`config.mk`:
```
export PLATFORM = sky130hd
export DESIGN_NAME = reg_file_dump_flat
export DESIGN_NICKNAME = d
export VERILOG_FILES = /design/src/rtl/reg_file_dump_if.sv /design/src/rtl/reg_file_dump.sv /design/src/flat_wrapper.sv
export SDC_FILE = /design/constraint.sdc
export NUM_CORES = 2
export LEC_CHECK = 0
export BUFFER_PORTS_ARGS = -buffer_cell sky130_fd_sc_hd__buf_2
export CORE_AREA = 3 3 470 286
export DETAILED_ROUTE_END_ITERATION = 7
export DIE_AREA = 0 0 473 289
export PLACE_DENSITY = 0.64
export RECOVER_POWER = 100
export SETUP_SLACK_MARGIN = 0.2
export SKIP_LAST_GASP = 1
export SYNTH_ARGS = -nofsm -noshare
export SYNTH_HDL_FRONTEND = slang
export SYNTH_SLANG_ARGS = --single-unit
```
`constraint.sdc`:
```
create_clock -name clk -period 4.5 [get_ports clk]
set_input_delay 0.45 -clock clk [delete_from_list [all_inputs] [get_ports clk]]
set_output_delay 0.45 -clock clk [all_outputs]
set_load 0.05 [all_outputs]
```
`src/rtl/reg_file_dump_if.sv`:
```
// Bus bundle for reg_file_dump: two read ports, one write port and the debug dump stream.
// The register file takes the slave modport; the pipeline/debug side takes master.
interface reg_file_dump_if #(
   parameter int DATA_W = 32,
   parameter int ADDR_W = 5
);
   logic [ADDR_W-1:0] regS;
   logic [ADDR_W-1:0] regT;
   logic              reS;
   logic              reT;
   logic [DATA_W-1:0] p0;
   logic [DATA_W-1:0] p1;

   logic [ADDR_W-1:0] dst_reg_WB;
   logic [DATA_W-1:0] dst_reg_data_WB;
   logic              we;

   logic              hlt;
   logic              dump_valid;
   logic              dump_ready;
   logic [ADDR_W-1:0] dump_idx;
   logic [DATA_W-1:0] dump_data;
   logic              dump_done;

   modport slave (
      input  regS, regT, reS, reT,
      output p0, p1,
      input  dst_reg_WB, dst_reg_data_WB, we,
      input  hlt, dump_ready,
      output dump_valid, dump_idx, dump_data, dump_done
   );

   modport master (
      output regS, regT, reS, reT,
      input  p0, p1,
      output dst_reg_WB, dst_reg_data_WB, we,
      output hlt, dump_ready,
      input  dump_valid, dump_idx, dump_data, dump_done
   );
endinterface

```
`src/rtl/reg_file_dump.sv`:
```
// Two-read/one-write register file with write-to-read bypass, optional hardwired
// zero register, and a halt-triggered valid/ready dump engine for debug capture.
module reg_file_dump #(
   parameter int DATA_W   = 32,
   parameter int ADDR_W   = 5,
   parameter int ZERO_REG = 1
) (
   input  logic                  clk,
   input  logic                  rst_n,
   reg_file_dump_if.slave        bus
);
   localparam int DEPTH = 2 ** ADDR_W;
   localparam logic [ADDR_W-1:0] FIRST_IDX = (ZERO_REG != 0) ? ADDR_W'(1) : '0;
   localparam logic [ADDR_W-1:0] LAST_IDX  = {ADDR_W{1'b1}};

   typedef enum logic [1:0] {
      IDLE = 2'd0,
      SEND = 2'd1,
      DONE = 2'd2
   } state_t;

   logic [DATA_W-1:0] mem_q [DEPTH];
   logic [DATA_W-1:0] mem_d [DEPTH];

   logic [DATA_W-1:0] p0_q, p0_d;
   logic [DATA_W-1:0] p1_q, p1_d;

   logic              hlt_q, hlt_d;
   state_t            state_q, state_d;
   logic              dump_valid_q, dump_valid_d;
   logic              dump_done_q, dump_done_d;
   logic [ADDR_W-1:0] dump_idx_q, dump_idx_d;

   logic              wr_en;
   logic              start;

   // Writes to register 0 are dropped when it is hardwired, and so is their bypass.
   always_comb begin
      wr_en = bus.we && ((ZERO_REG == 0) || (bus.dst_reg_WB != '0));
   end

   always_comb begin
      for (int i = 0; i < DEPTH; i++) begin
         mem_d[i] = mem_q[i];
      end
      if (wr_en) begin
         mem_d[bus.dst_reg_WB] = bus.dst_reg_data_WB;
      end
   end

   always_ff @(posedge clk or negedge rst_n) begin
      if (!rst_n) begin
         for (int i = 0; i < DEPTH; i++) begin
            mem_q[i] <= '0;
         end
      end else begin
         for (int i = 0; i < DEPTH; i++) begin
            mem_q[i] <= mem_d[i];
         end
      end
   end

   always_comb begin
      p0_d = p0_q;
      if (bus.reS) begin
         if ((ZERO_REG != 0) && (bus.regS == '0)) begin
            p0_d = '0;
         end else if (wr_en && (bus.dst_reg_WB == bus.regS)) begin
            p0_d = bus.dst_reg_data_WB;
         end else begin
            p0_d = mem_q[bus.regS];
         end
      end
   end

   always_comb begin
      p1_d = p1_q;
      if (bus.reT) begin
         if ((ZERO_REG != 0) && (bus.regT == '0)) begin
            p1_d = '0;
         end else if (wr_en && (bus.dst_reg_WB == bus.regT)) begin
            p1_d = bus.dst_reg_data_WB;
         end else begin
            p1_d = mem_q[bus.regT];
         end
      end
   end

   always_ff @(posedge clk or negedge rst_n) begin
      if (!rst_n) begin
         p0_q <= '0;
         p1_q <= '0;
      end else begin
         p0_q <= p0_d;
         p1_q <= p1_d;
      end
   end

   // hlt_q clears on reset, so a halt already high at release counts as a rising edge.
   always_comb begin
      hlt_d = bus.hlt;
      start = bus.hlt && !hlt_q;
   end

   always_comb begin
      state_d      = state_q;
      dump_valid_d = dump_valid_q;
      dump_done_d  = dump_done_q;
      dump_idx_d   = dump_idx_q;
      case (state_q)
         IDLE: begin
            dump_valid_d = 1'b0;
            dump_done_d  = 1'b0;
            if (start) begin
               state_d      = SEND;
               dump_valid_d = 1'b1;
               dump_idx_d   = FIRST_IDX;
            end
         end
         SEND: begin
            if (dump_valid_q && bus.dump_ready) begin
               if (dump_idx_q == LAST_IDX) begin
                  state_d      = DONE;
                  dump_valid_d = 1'b0;
                  dump_done_d  = 1'b1;
               end else begin
                  dump_idx_d = dump_idx_q + ADDR_W'(1);
               end
            end
         end
         DONE: begin
            if (!bus.hlt) begin
               state_d     = IDLE;
               dump_done_d = 1'b0;
            end
         end
         default: begin
            state_d      = IDLE;
            dump_valid_d = 1'b0;
            dump_done_d  = 1'b0;
         end
      endcase
   end

   always_ff @(posedge clk or negedge rst_n) begin
      if (!rst_n) begin
         hlt_q        <= 1'b0;
         state_q      <= IDLE;
         dump_valid_q <= 1'b0;
         dump_done_q  <= 1'b0;
         dump_idx_q   <= '0;
      end else begin
         hlt_q        <= hlt_d;
         state_q      <= state_d;
         dump_valid_q <= dump_valid_d;
         dump_done_q  <= dump_done_d;
         dump_idx_q   <= dump_idx_d;
      end
   end

   // Dump data tracks live storage, so a write to a stalled index shows up immediately.
   assign bus.dump_data  = mem_q[dump_idx_q];
   assign bus.dump_valid = dump_valid_q;
   assign bus.dump_done  = dump_done_q;
   assign bus.dump_idx   = dump_idx_q;
   assign bus.p0         = p0_q;
   assign bus.p1         = p1_q;

endmodule
```
`src/flat_wrapper.sv`:
```
// flat-port wrapper written by rule: the top's interface ports become plain ports
module reg_file_dump_flat 
#(
   parameter int DATA_W   = 32,
   parameter int ADDR_W   = 5,
   parameter int ZERO_REG = 1
)
  (clk, rst_n, bus_regS, bus_regT, bus_reS, bus_reT, bus_p0, bus_p1, bus_dst_reg_WB, bus_dst_reg_data_WB, bus_we, bus_hlt, bus_dump_ready, bus_dump_valid, bus_dump_idx, bus_dump_data, bus_dump_done);
  reg_file_dump_if #(.DATA_W(DATA_W), .ADDR_W(ADDR_W)) bus_i ();
  input  logic clk;
  input  logic rst_n;
  input wire logic [$bits(bus_i.regS)-1:0] bus_regS;
  input wire logic [$bits(bus_i.regT)-1:0] bus_regT;
  input wire logic [$bits(bus_i.reS)-1:0] bus_reS;
  input wire logic [$bits(bus_i.reT)-1:0] bus_reT;
  output wire logic [$bits(bus_i.p0)-1:0] bus_p0;
  output wire logic [$bits(bus_i.p1)-1:0] bus_p1;
  input wire logic [$bits(bus_i.dst_reg_WB)-1:0] bus_dst_reg_WB;
  input wire logic [$bits(bus_i.dst_reg_data_WB)-1:0] bus_dst_reg_data_WB;
  input wire logic [$bits(bus_i.we)-1:0] bus_we;
  input wire logic [$bits(bus_i.hlt)-1:0] bus_hlt;
  input wire logic [$bits(bus_i.dump_ready)-1:0] bus_dump_ready;
  output wire logic [$bits(bus_i.dump_valid)-1:0] bus_dump_valid;
  output wire logic [$bits(bus_i.dump_idx)-1:0] bus_dump_idx;
  output wire logic [$bits(bus_i.dump_data)-1:0] bus_dump_data;
  output wire logic [$bits(bus_i.dump_done)-1:0] bus_dump_done;
  assign bus_i.regS = bus_regS;
  assign bus_i.regT = bus_regT;
  assign bus_i.reS = bus_reS;
  assign bus_i.reT = bus_reT;
  assign bus_p0 = bus_i.p0;
  assign bus_p1 = bus_i.p1;
  assign bus_i.dst_reg_WB = bus_dst_reg_WB;
  assign bus_i.dst_reg_data_WB = bus_dst_reg_data_WB;
  assign bus_i.we = bus_we;
  assign bus_i.hlt = bus_hlt;
  assign bus_i.dump_ready = bus_dump_ready;
  assign bus_dump_valid = bus_i.dump_valid;
  assign bus_dump_idx = bus_i.dump_idx;
  assign bus_dump_data = bus_i.dump_data;
  assign bus_dump_done = bus_i.dump_done;
  reg_file_dump #(.DATA_W(DATA_W), .ADDR_W(ADDR_W), .ZERO_REG(ZERO_REG)) u_core (.clk(clk), .rst_n(rst_n), .bus(bus_i));
endmodule
```
* Yosys cells after proc, flatten, opt, wreduce, memory -nomap -nowiden
Cells that the tools add are included.
** Storage, ports and cells
- Word-level logic and storage cells :: 109
- Flip-flop bits (word level) :: 1098
** Cells by class
- Multiplexer cells :: 33
- Reductions and logical operators :: 16
- Order comparisons :: 5
- Eq/ne operators :: 10
- Bitwise operators :: 5
- Add/subtract/negate cells :: 1
** Operator list (count)
- $bwmux 1024 :: 1
- $bmux 32 s5 :: 3
- $mux 32 :: 11
- $demux 32 s5 :: 1
- $ge 6x6->1 const B :: 4
- $not 5->6 :: 4
- $mux 5 :: 3
- $eq 5x5->1 :: 2
- $logic_not 5->1 :: 2
- $pmux 5 s2 :: 1
- $mux 2 :: 4
- $reduce_and 4->1 :: 2
- $logic_and 1x1->1 :: 6
- $lt 6x1->1 const B :: 1
- $mux 1 :: 6
- $ne 2x1->1 const B :: 3
- $pmux 2 s3 :: 1
- $reduce_and 3->1 :: 2
- $add 5x1->5 const B :: 1
- $eq 5x5->1 const B :: 1
- $reduce_bool 5->1 :: 1
- $ne 2x2->1 const B :: 2
- $pmux 1 s3 :: 1
- $eq 2x1->1 const B :: 1
- 6 further kinds :: 6

* Depth between registers and ports, before layout
- Word-level depth :: 6
- Gate-level depth with buffers :: 8
- Gate-level depth less buffers :: 6

* Worst setup path after synthesis
OpenSTA, ideal clock, no wires.
- Path kind :: flip-flop to output port
- Start point :: register u_core.dump_idx_q[0], in the netlist u_core.bus.dump_idx[0]
- End point :: output port bus_dump_data[0]
- Buffers on the path :: 2
- Cell stages (with the launch flop) :: 6
- Path slack :: 1295 ps
- Arrival time :: 2755 ps
- Cell sequence :: dfrtp_1 -> buf_6 -> clkbuf_1 -> mux4_2 -> mux4_2 -> mux2_2
** Between the ends
- Word-level cells in the longest chain between the ends :: 4
** RTL lines
- start, declared :: line reg_file_dump.sv:32 : logic [ADDR_W-1:0] dump_idx_q, dump_idx_d;
- start signal, assigned :: line reg_file_dump.sv:157 : dump_idx_q <= dump_idx_d;
- $not 5->6 (implied by the code) :: line reg_file_dump.sv:162 : assign bus.dump_data = mem_q[dump_idx_q];
- $bmux 32 s5 :: line reg_file_dump.sv:162
- $mux 32 (implied by the code) (2 in a row) :: line reg_file_dump.sv:162
- end, declared :: line flat_wrapper.sv:25 : output wire logic [$bits(bus_i.dump_data)-1:0] bus_dump_data;
No other way between the ends. The select of a mux whose other input is x is not followed.

* Worst setup path in the final report
- Start point :: input port bus_dst_reg_WB[1]
- End point :: register u_core.mem_q[561] (netlist bit)
** Between the ends
- Word-level cells in the longest chain between the ends :: 6
- Elaborated cells between the ends (all ways) :: 9
- Classes of those cells :: 2 x order compare; 3 x mux; 1 x bitwise; 3 x reduce/logical
** RTL lines
- start, declared :: line flat_wrapper.sv:18 : input wire logic [$bits(bus_i.dst_reg_WB)-1:0] bus_dst_reg_WB;
- $not 5->6 (implied by the code) :: line reg_file_dump.sv:47 : mem_d[bus.dst_reg_WB] = bus.dst_reg_data_WB;
- $ge 6x6->1 (implied by the code) or $lt 6x1->1 (tied branches) :: line reg_file_dump.sv:47
- $logic_and 1x1->1 (implied by the code) :: line reg_file_dump.sv:47
- $mux 32 (implied by the code) :: line reg_file_dump.sv:47
- $demux 32 s5 :: line reg_file_dump.sv:47
- $bwmux 1024 :: line reg_file_dump.sv:47
- end signal, assigned by index :: line reg_file_dump.sv:58 : mem_q[i] <= mem_d[i];
- end, declared :: line reg_file_dump.sv:22 : logic [DATA_W-1:0] mem_q [DEPTH];
Parallel ways exist; a longest one is shown, timed or not.
A chain may end at the register's enable or synchronous reset.

==> metrics.md <==
| Metric | Value |
|---|---|
| Area share of the largest cell type after synthesis | a little over two fifths |
| Clock skew | roughly 38 ps |
| Setup TNS | 0 ps |
| Lkg Pwr | 29.0 nW |
| Io pins | 157 |
| CTS tree | built |
| Dpl cells | between 5000 and 6000 |
| Worst-margin pin slew | between 3000 and 4000 ps |
| # resized after CTS | 0 |
| F_max | ~220 MHz |
| Post-route non-filler standard cell count | slightly below 6000 |
| Crit path to | u_core.mem_q[561] |
| Pwr/cell area | a little over 500 nW/µm² |
| Violations in the final reports | capacitance limit, slew limit |
| Worst-path cell chain | clkbuf_1 -> nand2_1 -> or2_2 -> nor2_1 -> clkbuf_2 -> mux2_2 |
| Synthesized flop and latch total | between 1000 and 1500 |
| Final ANT Viol Nets | 0 |
| Dpl hpwl | around 130 mm |
| Crit Path Class | in2reg |
| Vias in the first global route | between 40000 and 50000 |
| Die W | 473 µm |
| DRC | 0 |
| Min-delay worst type | in2reg |
| Pre-Repair DR Iteration Count | 5 |
| Fillers | approximately 11000 |
| First-pass GRT wire length | ~330 mm |
| VDD IR max | approximately 0.00039 V |
| Pins Over Slew Limit | around 1700 |
| Core ar. | 131000 µm² |
| Sequential fraction of design power | between 30% and 40% |
| Worst slew margin | -153% |
| Clock power frac | between 20% and 30% |
| Max-cap violation count | 52 |
| Max stage delay cell, worst path | nor2_1 |
| Crit path time final | around 4400 ps |
| Worst Setup Start Kind | input pin |
| # rows | 103 |
| Share of layout cells above drive strength 1 | a little under three fifths |
| Post-synthesis adder-cell area fraction | less than 1% |
| Clk_lat worst skew | 740 ps |
| CTS sink cnt | 1098 |
| Initial core utilization | 49.8% |
| Post-synth ARST share | between 90% and 100% |
| Cells after Synth | 4079 |
| Leading area contributor after synthesis | dfrtp_1 |
| PortBufs | about 160 |
| Synth area leaders | dfrtp_1 (42%), mux4_2 (31%), mux2_2 (18%) |
| Hold slack final | ~120 ps |
| Worst EP required | between 5000 and 6000 ps |
| Worst-case reg-to-reg path depth | 4 |
| Comb power frac | between 30% and 40% |
| Post-Synth Simple-Gate Area | 1.59% |
| Switching power share of the total | between 30 and 40% |
| Yosys warns | 0 |
| Reg2reg end | u_core.bus.dump_valid |
| CP Launch Point | bus_dst_reg_WB[1] |
| Die ar. | between 100000 and 150000 µm² |
| Post-synthesis xor/xnor area fraction | less than 1% |
| Pint | around 0.024 W |
| Status | finished with violations |
| CP peak stage delay | ~1800 ps |
| 1st-iter DRT viols | between 5000 and 6000 |
| Mapped cell area | 65100 µm² |
| Main combinational cell family by area after synthesis | multiplexers |
| GPL Wtd Cong | about 0.84 |
| CP arrival | ~5000 ps |
| Clock H-tree levels | 3 |
| Post-synthesis compound-gate area fraction | 3.67% |
| Post-synth EDFFs | 0 |
| Register area share after synthesis | between 40% and 50% |
| Pin count of the biggest net entering global routing | 150 |
| Syn nets | approximately 4100 |
| Area growth, synth to finish | 9.08% |
| Cell variety after synth | 42 |
| Final hold violation count | 0 |
| RSZ-0062 raised after global routing | false |
| Mapped Avg Cell Area | about 16 µm² |
| Total CTS buffers | about 110 |
| Vias post-DR | 43063 |
| R2R Path Start | u_core.bus.dump_idx[4] |
| CP endpoint kind | register |
| CTS Buffer Depth | 3 |
| CTS clk-pin slew, worst paths | around 70 ps |
| Wire per inst | approximately 39 µm |
| Tcrit/Tclk final | about 99% |
| Main synth FF type | dfrtp_1 |
| Tot GR Track Use | ~33% |
| Die Y-Extent | ~290 µm |
| Final net count | approximately 4000 |
| Endpoints failing setup | 0 |
| Crit-path max FO | 22 |
| R2R Setup Slk | roughly 1600 ps |
| Antenna violations before repair | 5 |
| Psw | roughly 0.012 W |
| Root buffer cell | clkbuf_16 |
| Vias per inst | approximately 7.4 |
| Detailed Route WL | 225 mm |
| Post-synthesis mux area share | roughly 49% |
| Grt total ovfl | 0 |
flip-flops by register name, indices dropped and copies added (netlist names):
signal	flops
u_core.bus.p0	32
u_core.bus.dump_idx	5
u_core.hlt_q	1
u_core.bus.dump_done	1
u_core.bus.p1	32
u_core.bus.dump_valid	1
u_core.state_q	2
u_core.mem_q	1024
layer usage:
metal	global-route usage, %	vias up	routed length, µm
li1	-	16274	-
met1	47.4	23545	90700
met2	48.4	2722	99500
met3	10.3	520	25200
met4	12.8	2	9980
met5	0	-	16
placed cells by master, fill, tap and decap left out, types with 3 or more instances in the layout:
| cell type | count |
|---|---|
| mux2_2 | 1024 |
| clkinvlp_4 | 5 |
| dfrtp_4 | 4 |
| clkbuf_4 | 4 |
| nand3b_1 | 4 |
| xor2_1 | 10 |
| clkbuf_2 | 31 |
| buf_8 | 5 |
| nor2b_4 | 4 |
| dfrtp_1 | 1093 |
| clkbuf_1 | 135 |
| buf_4 | 35 |
| clkbuf_16 | 111 |
| a41oi_1 | 64 |
| nand3_1 | 3 |
| bufinv_16 | 9 |
| o21ai_0 | 6 |
| mux4_2 | 896 |
| nor2_1 | 77 |
| nor2_4 | 11 |
| nor2b_1 | 65 |
| nand2_1 | 16 |
| nand2_2 | 3 |
| clkinv_2 | 32 |
| inv_1 | 66 |
| buf_2 | 55 |
| o221ai_1 | 64 |
| nor3_1 | 3 |
| a22o_1 | 130 |
| clkinv_4 | 5 |
| nor3b_1 | 4 |
| clkbuf_8 | 28 |
| buf_12 | 27 |
Yosys cell counts, types with 2 or more instances:
| cell | n |
|---|---|
| a2111oi_2 | 2 |
| a211o_1 | 2 |
| a21o_1 | 2 |
| a22o_1 | 130 |
| a41oi_1 | 64 |
| and2_1 | 2 |
| and3_1 | 2 |
| buf_1 | 65 |
| buf_2 | 117 |
| buf_4 | 4 |
| buf_6 | 4 |
| clkbuf_1 | 310 |
| dfrtp_1 | 1098 |
| ha_1 | 2 |
| inv_1 | 66 |
| mux2_2 | 1024 |
| mux4_2 | 896 |
| nand2_1 | 19 |
| nand3_1 | 3 |
| nand3b_1 | 4 |
| nor2_1 | 88 |
| nor2b_1 | 69 |
| nor3_1 | 3 |
| nor3_2 | 2 |
| nor3b_1 | 4 |
| o21a_1 | 2 |
| o21ai_0 | 6 |
| o221ai_1 | 64 |
| or4_1 | 2 |
| xnor2_1 | 2 |
| xor2_1 | 10 |
power by group through the flow:
stage | Clock (W) | Combinational, W | Sequential (W)
4_1_cts | 0.00994 | 0.0119 | 0.0140
5_1_grt | 0.0103 | 0.0124 | 0.0143
2_1_floorplan | 0 | 0.00889 | 0.0136
6_report | 0.00979 | 0.0118 | 0.0141
3_3_place_gp | 0 | 0.0116 | 0.0141
3_5_place_dp | 0 | 0.0118 | 0.0141
worst max-delay path: cells and delay by family:
family / cells / cell delay [ps]
buffers and inverters: 2 / 1790
multiplexers: 1 / 440
AND/OR/NAND/NOR: 3 / 2310
worst min path at each step:
| stage | startpoint | end | slack (ps) | depth (start not counted) |
|---|---|---|---|---|
| 2_1_floorplan | rst_n | u_core.bus.dump_done | 150 | 0 |
| 3_3_place_gp | u_core.mem_q[1014] | u_core.mem_q[1014] | 400 | 0 |
| 3_5_place_dp | u_core.mem_q[1003] | u_core.mem_q[1003] | 400 | 0 |
| 4_1_cts | bus_dump_ready | u_core.state_q[0] | 70 | 4 |
| 5_1_grt | bus_dump_ready | u_core.state_q[1] | 140 | 3 |
| 6_report | bus_dump_ready | u_core.state_q[0] | 120 | 4 |
area by class of cell:
| cell class | instances | area (µm²) | share of cell area (%) |
|---|---|---|---|
| well taps | 1732 | 2170 | 3.05 |
| clock buffers | 151 | 3210 | 4.52 |
| repair buffers | 283 | 1820 | 2.57 |
| flip-flops and latches | 1098 | 27500 | 38.7 |
| multi-input cells | 2415 | 35400 | 49.9 |
| diodes | 2 | 5.00 | 0.00705 |
| inverters | 66 | 248 | 0.349 |
| clock inverters | 57 | 612 | 0.862 |
repair_timing:
item	CTS	global route
setup endpoints to repair	1	0
hold endpoints to repair	48	0
setup buffers	1	0
hold buffers	2	0
stage by stage:
stage	util, %	total power (W)	instance area [µm²]	worst slack (ps)
6_report	54.3	0.0357	71000	51.9
4_1_cts	54.8	0.0358	71600	374
2_1_floorplan	-	0.0225	65100	1300
3_5_place_dp	51.8	0.0260	67700	1030
5_1_grt	54.3	0.0371	71000	170
3_3_place_gp	51.8	0.0257	67700	1050
cell families after synthesis:
| kind of cell | after synthesis |
|---|---|
| AOI/OAI and AO/OA | 275 |
| and+or+nand+nor | 205 |
| adders and majority gates | 2 |
| DFF | 1098 |
| xor gates and xnor gates | 12 |
| muxes | 1921 |
| buffers and inverters | 566 |
Power figures use the tool's default switching activity.
